--- config.mk ---
export PLATFORM = sky130hd
export DESIGN_NAME = prog_run_ctrl
export DESIGN_NICKNAME = d
export VERILOG_FILES = /design/src/rtl/prog_run_ctrl.sv
export SDC_FILE = /design/constraint.sdc
export NUM_CORES = 1
export LEC_CHECK = 0
export CAP_MARGIN = 20
export CORE_UTILIZATION = 50
export DETAILED_ROUTE_END_ITERATION = 12
export GPL_TIMING_DRIVEN = 0
export PLACE_DENSITY = 0.94
export SYNTH_ARGS = -nofsm -noshare
export SYNTH_HDL_FRONTEND = slang
export SYNTH_SLANG_ARGS = --single-unit
--- constraint.sdc ---
create_clock -name clk -period 7.05 [get_ports clk]
set_input_delay 1.41 -clock clk [delete_from_list [all_inputs] [get_ports clk]]
set_output_delay 1.41 -clock clk [all_outputs]
set_load 0.005 [all_outputs]
--- src/rtl/prog_run_ctrl.sv ---
// prog_run_ctrl: loads CPU data memory, holds/releases/times the CPU, reads back one result byte
module prog_run_ctrl #(
    parameter int ADDR_W = 8,
    parameter int DATA_W = 8,
    parameter int CYC_W = 16,
    parameter int RST_CYC = 2,
    parameter logic [CYC_W-1:0] MAX_CYC = 16'hFFFF
) (
    input  logic              clk,
    input  logic              reset,
    input  logic              ld_valid,
    output logic              ld_ready,
    input  logic [ADDR_W-1:0] ld_addr,
    input  logic [DATA_W-1:0] ld_data,
    input  logic              start,
    input  logic [ADDR_W-1:0] rd_addr,
    output logic              busy,
    output logic              mem_sel,
    output logic              mem_we,
    output logic [ADDR_W-1:0] mem_addr,
    output logic [DATA_W-1:0] mem_wdata,
    input  logic [DATA_W-1:0] mem_rdata,
    output logic              cpu_reset,
    input  logic              cpu_done,
    output logic              res_valid,
    output logic [DATA_W-1:0] res_data,
    output logic [CYC_W-1:0]  cycle_ct,
    output logic              timeout
);
    typedef enum logic [2:0] {IDLE, RST, RUN, READ, FIN} state_t;
    localparam int RW = $clog2(RST_CYC + 1);
    state_t state;
    logic [RW-1:0] rst_ct;
    logic rd_ph;
    logic [ADDR_W-1:0] rd_lat;
    logic accept, run_done, run_to;
    assign ld_ready = state == IDLE && !start;
    assign accept = ld_valid && ld_ready;
    assign run_done = cpu_done && cycle_ct != CYC_W'(1);
    assign run_to = cycle_ct == MAX_CYC && !run_done;
    always_ff @(posedge clk) begin
        if (!reset) begin
            state <= IDLE;
            cpu_reset <= 1'b1;
            mem_sel <= 1'b1;
            mem_we <= 1'b0;
            res_valid <= 1'b0;
            busy <= 1'b0;
            timeout <= 1'b0;
            cycle_ct <= '0;
            res_data <= '0;
            mem_addr <= '0;
            mem_wdata <= '0;
            rst_ct <= '0;
            rd_ph <= 1'b0;
            rd_lat <= '0;
        end else begin
            mem_we <= accept;
            res_valid <= 1'b0;
            if (accept) begin
                mem_addr <= ld_addr;
                mem_wdata <= ld_data;
            end
            case (state)
                IDLE: if (start) begin
                    state <= RST;
                    rd_lat <= rd_addr;
                    cycle_ct <= '0;
                    timeout <= 1'b0;
                    busy <= 1'b1;
                    rst_ct <= RW'(1);
                end
                RST: if (rst_ct == RW'(RST_CYC)) begin
                    state <= RUN;
                    cpu_reset <= 1'b0;
                    mem_sel <= 1'b0;
                    cycle_ct <= CYC_W'(1);
                end else begin
                    rst_ct <= rst_ct + RW'(1);
                end
                RUN: if (run_done) begin
                    state <= READ;
                    cpu_reset <= 1'b1;
                    mem_sel <= 1'b1;
                    mem_addr <= rd_lat;
                    rd_ph <= 1'b0;
                end else if (run_to) begin
                    state <= FIN;
                    cpu_reset <= 1'b1;
                    mem_sel <= 1'b1;
                    timeout <= 1'b1;
                end else begin
                    cycle_ct <= cycle_ct + CYC_W'(1);
                end
                READ: if (rd_ph) begin
                    res_data <= mem_rdata;
                    res_valid <= 1'b1;
                    state <= FIN;
                end else begin
                    rd_ph <= 1'b1;
                end
                FIN: begin
                    busy <= 1'b0;
                    state <= IDLE;
                end
                default: state <= IDLE;
            endcase
        end
    end
endmodule

=== Word-level counts from Yosys, hierarchy flattened ===
Cells that the tools add are included.

* Register bits: 59
* Input port bits: 37
* Output and inout bits: 47
* Logic and storage cells: 83

* Add/subtract/negate cells: 2
* Eq/ne operators: 16
* Multiplexer cells: 29
* Reductions and logical operators: 23

{| class="wikitable"
|+ Operators by type and width
! kind !! count
|-
| 2-to-1 mux 16 bit || 4
|-
| one-hot mux 16 bit (3 select lines) || 1
|-
| 2-to-1 mux 8 bit || 3
|-
| adder 16 x 1 -> 16 bit, second input constant || 1
|-
| equality test 16 bit, second input constant || 1
|-
| != test 16 x 1 -> 1 bit, second input constant || 1
|-
| != test 2 bit, second input constant || 8
|-
| 2-to-1 mux 3 bit || 5
|-
| one-hot mux 3 bit (4 select lines) || 1
|-
| AND reduction 2 bit || 5
|-
| nonzero test 2 bit || 5
|-
| 2-to-1 mux 1 bit || 8
|-
| one-hot mux 1 bit (2 select lines) || 4
|-
| AND reduction 4 bit || 2
|-
| equality test 3 x 2 -> 1 bit, second input constant || 2
|-
| AND reduction 3 bit || 2
|-
| AND reduction 5 bit || 1
|-
| logical AND 1 bit || 4
|-
| 2-to-1 mux 2 bit || 2
|-
| one-hot mux 2 bit (2 select lines) || 1
|-
| equality test 3 x 1 -> 1 bit, second input constant || 1
|-
| equality test 3 bit, second input constant || 1
|-
| logical NOT 3 bit || 1
|-
| != test 3 bit, second input constant || 1
|-
| 4 further kinds || 5
|}

=== Longest topological paths before layout ===
* Word-level depth: 7
* Gate-level depth with buffers: 8
* Depth with buffers taken out: 7

=== Worst setup path before layout ===
No wires, ideal clock.

* Kind: input port to output port
* From: input start
* To: output ld_ready
* Arrival: 1.807 ns
* Data required time: 5.640 ns
* Slack: 3.833 ns
* Stages: 1
* Cell sequence: nor4_1

* Longest elaborated chain between the ends: 2

{| class="wikitable"
|+ Ends and longest elaborated chain
! item !! RTL line !! text
|-
| from (decl) || 15 || <nowiki>input logic start,</nowiki>
|-
| logical NOT 1 bit || 37 || <nowiki>assign ld_ready = state == IDLE && !start;</nowiki>
|-
| logical AND 1 bit || 37 ||
|-
| to (decl) || 12 || <nowiki>output logic ld_ready,</nowiki>
|}

No other way between the ends.

=== Worst setup path after layout ===
Same ends and word-level chain as after synthesis.

==> impl_table.tex <==
\begin{tabular}{lr}
\hline
Metric & Value \\
\hline
\multicolumn{2}{l}{\textbf{Layout}} \\
Share of cells above drive strength 1 & a little under a tenth \\
Number of antenna cells inserted & 0 \\
Area growth from synthesis to layout & 42.2\% \\
Core occupancy in the finished layout & between 70\% and 80\% \\
Leading cell types in the layout, fill and taps excluded & sky130\_fd\_sc\_hd\_\_nand2\_1, sky130\_fd\_sc\_hd\_\_clkdlybuf4s50\_1, sky130\_fd\_sc\_hd\_\_dfxtp\_1 \\
Area of all placed cells without fillers & $\sim$3900 µm² \\
Total number of nets in the final design & about 470 \\
\multicolumn{2}{l}{\textbf{CTS}} \\
Hold buffer count at CTS & 0 \\
Total clock buffers created by CTS & 9 \\
Maximum buffer depth of the clock tree & 2 \\
CTS H-tree lvls & 3 \\
CTS sink count & just under 60 \\
Clock-pin slew on the worst setup and hold paths & about 60 ps \\
Latest clock arrival within the worst-skew pair & between 300 and 400 ps \\
Root Buffer Master & sky130\_fd\_sc\_hd\_\_clkbuf\_8 \\
Number of instances resized during post-cts repair & 0 \\
Clock tree from TritonCTS & yes \\
Number of buffers inserted to repair setup after CTS & 0 \\
\multicolumn{2}{l}{\textbf{Detailed routing}} \\
Routed length per placed instance & 15.5 µm \\
Via density per instance & 5.68 \\
First-pass iteration count of the detailed router & 5 \\
Total vias in the final route & 2,838 \\
Violation count after the first detailed-routing iteration & approximately 300 \\
Routed Wire Length & approximately 7800 µm \\
Antenna-violating nets left & 0 \\
Post-route DRC & 0 \\
\multicolumn{2}{l}{\textbf{Pwr}} \\
Maximum VDD drop & about 0.00019 V \\
Power per cell area & roughly 290 nW/µm² \\
Leakage power & between 0.001 and 0.0015 µW \\
\multicolumn{2}{l}{\textbf{GRT}} \\
First-pass GRT wire length & approximately 12,000 µm \\
Number of global-route vias before repair & between 2k and 3k \\
Aggregate global-route resource usage & 28.8\% \\
Initial antenna violation count & 0 \\
Global-route congestion overflow total & 0 \\
Maximum number of pins on one net before global-route repair & 11 \\
\multicolumn{2}{l}{\textbf{STA}} \\
Highest clock frequency the design can meet & approximately 220 MHz \\
Post-route clock period utilization & 63.5\% \\
Accumulated negative setup slack & 0 ps \\
Unrepaired setup endpoints after global routing & false \\
Total count of hold-check failures in the final report & 0 \\
Shortest clock period the worst path allows after layout & 4480 ps \\
Total count of max-transition violations in the final report & 0 \\
Actual slew at the worst max-slew pin & approximately 630 ps \\
Relative slew margins & a little under three fifths \\
Final setup violating endpoints & 0 \\
Final worst clock skew & around 8 ps \\
\multicolumn{2}{l}{\textbf{Hold path}} \\
Class of the worst hold path & reg2reg \\
\multicolumn{2}{l}{\textbf{Synth}} \\
Flip-flop cell with the highest count after synthesis & sky130\_fd\_sc\_hd\_\_dfxtp\_1 \\
\#FFs+latches synth & between 50 and 60 \\
Async set or reset register ratio after synthesis & 0\% \\
Synthesized area per cell & $\sim$8.2 µm² \\
Number of instances in the synthesized netlist & around 330 \\
Part of the Yosys area used for sequential elements & between 40\% and 50\% \\
Yosys cell types & 51 \\
Combined area of all synthesized cells & about 2700 µm² \\
Number of flops mapped to enable cells by yosys & 0 \\
Yosys synthesis warning count & 0 \\
Synthesized net count & $\sim$370 \\
\multicolumn{2}{l}{\textbf{Worst setup path}} \\
Crit path cell chain & clkdlybuf4s50\_1, nor4\_1, clkdlybuf4s50\_1 \\
Kind of start point of the critical path & primary input \\
Worst-path fanout max & 6 \\
Peak per-stage delay on the critical path & 620 ps \\
Critical Path Slowest Stage Cell & sky130\_fd\_sc\_hd\_\_clkdlybuf4s50\_1 \\
Endpoint type of the worst setup path & output pin \\
WS Path Type & in2out \\
Required time of the worst setup path & between 5000 and 6000 ps \\
Worst endpoint data arrival time & 3070 ps \\
Crit-path most repeated cell & sky130\_fd\_sc\_hd\_\_clkdlybuf4s50\_1 \\
\multicolumn{2}{l}{\textbf{Die}} \\
Initial standard-cell utilization of the core & between 50\% and 60\% \\
Standard-cell rows & 26 \\
Core Region & a little over 5000 µm² \\
Die height & 75.7 µm \\
Die footprint & about 5700 µm² \\
Number of top-level pins & 84 \\
Width of the die & $\sim$76 µm \\
\multicolumn{2}{l}{\textbf{Placed design}} \\
Placed Area & 3640 µm² \\
Half-perimeter wire length after detailed placement & 5590 µm \\
Final GP Congestion & 0.917 \\
Port buffer count & 83 \\
\multicolumn{2}{l}{\textbf{Run status}} \\
Status & completed \\
\multicolumn{2}{l}{\textbf{Job}} \\
Max-capacitance violation count & 0 \\
\hline
\end{tabular}
-- final cells by class --
| cell class | count | area, µm² |
|---|---|---|
| sequential | 59 | 1180 |
| fill | 377 | 1310 |
| inverter | 5 | 18.8 |
| clock inverter | 4 | 72.6 |
| clock buffer | 12 | 155 |
| tap | 70 | 87.6 |
| buffer | 23 | 133 |
| multi-input combinational | 244 | 1390 |
| timing repair buffer | 83 | 831 |
-- sequential cells by signal, indices dropped and copies added (netlist names) --
name / count
cycle_ct: 16
mem_addr: 8
mem_wdata: 8
rd_lat: 8
res_data: 8
state: 3
rst_ct: 2
busy: 1
cpu_reset: 1
mem_we: 1
rd_ph: 1
res_valid: 1
timeout: 1
-- Yosys cell counts, types with 2 or more instances --
master / number / share of area (%)
sky130_fd_sc_hd__dfxtp_1: 59 / 43
sky130_fd_sc_hd__a311oi_1: 9 / 2.9
sky130_fd_sc_hd__o221a_2: 7 / 2.9
sky130_fd_sc_hd__o311ai_0: 3 / 0.97
sky130_fd_sc_hd__o41ai_1: 4 / 1.3
sky130_fd_sc_hd__clkbuf_8: 2 / 1.0
sky130_fd_sc_hd__o21ai_0: 7 / 1.3
sky130_fd_sc_hd__ha_1: 3 / 1.4
sky130_fd_sc_hd__nor3_1: 8 / 1.5
sky130_fd_sc_hd__inv_1: 5 / 0.69
sky130_fd_sc_hd__a211oi_1: 2 / 0.55
sky130_fd_sc_hd__nand3_1: 6 / 1.1
sky130_fd_sc_hd__nor4_1: 3 / 0.69
sky130_fd_sc_hd__clkbuf_1: 14 / 1.9
sky130_fd_sc_hd__and2_1: 3 / 0.69
sky130_fd_sc_hd__o31ai_1: 2 / 0.55
sky130_fd_sc_hd__or4_1: 4 / 1.1
sky130_fd_sc_hd__buf_2: 3 / 0.55
sky130_fd_sc_hd__nand4_1: 6 / 1.4
sky130_fd_sc_hd__nand2_1: 83 / 11
sky130_fd_sc_hd__buf_6: 2 / 0.83
sky130_fd_sc_hd__a31oi_1: 2 / 0.46
sky130_fd_sc_hd__buf_4: 2 / 0.55
sky130_fd_sc_hd__and3_1: 2 / 0.46
sky130_fd_sc_hd__o311ai_1: 2 / 0.64
sky130_fd_sc_hd__nor2_1: 28 / 3.9
sky130_fd_sc_hd__a21oi_1: 36 / 6.6
-- per-stage QoR --
stage	hold WS, ps	power (µW)	setup slack [ps]	cells
global placement	440	739	2600	484
detailed placement	447	755	2590	484
finish	455	1110	2570	500
CTS	456	1100	2580	500
floorplan	437	621	3830	331
global route	482	1160	2470	500
-- power breakdown --
part,switching [µW],total (µW),leakage [µW],internal [µW]
Sequential,30.1,408,0.000479,378
Clock,133,351,0.000113,218
Combinational,191,348,0.000759,157
Total,354,1110,0.00135,753
-- cells by family (layout without fill, tap and decap cells) --
logic type | Yosys count | after routing | synth area share [%]
and+or+nand+nor | 154 | 154 | 26.1
adders and majority gates | 3 | 3 | 1.38
muxes | 2 | 2 | 0.783
buffers and inverters | 28 | 127 | 5.57
DFF | 59 | 59 | 43.5
AOI/OAI and AO/OA | 85 | 85 | 22.7
-- metal layers --
layer  vias to the layer above  part of all wire (%)  global-route usage (%)
met2                       124                    50                    48.4
met5                         -                     0                       0
met1                      1315                    40                    33.6
met4                         0                   2.1                    14.2
met3                        17                   7.6                    8.47
li1                       1382                     -                       -
-- critical path, delay by kind of cell --
family	cells	cell delay, ps
buf+inv	2	1130
simple gates	1	530
-- worst paths after layout --
check,startpoint,end,slack (ps),cells after the start
hold reg to reg,res_data[1]$_SDFFE_PN0P_,res_data[1]$_SDFFE_PN0P_,460,2
setup / recovery,start,ld_ready,2570,3
setup reg to reg,cycle_ct[0]$_SDFFE_PN0P_,cycle_ct[13]$_SDFFE_PN0P_,4500,7
hold / removal,res_data[1]$_SDFFE_PN0P_,res_data[1]$_SDFFE_PN0P_,460,2
Note: power is estimated with default switching activity, not from simulation.
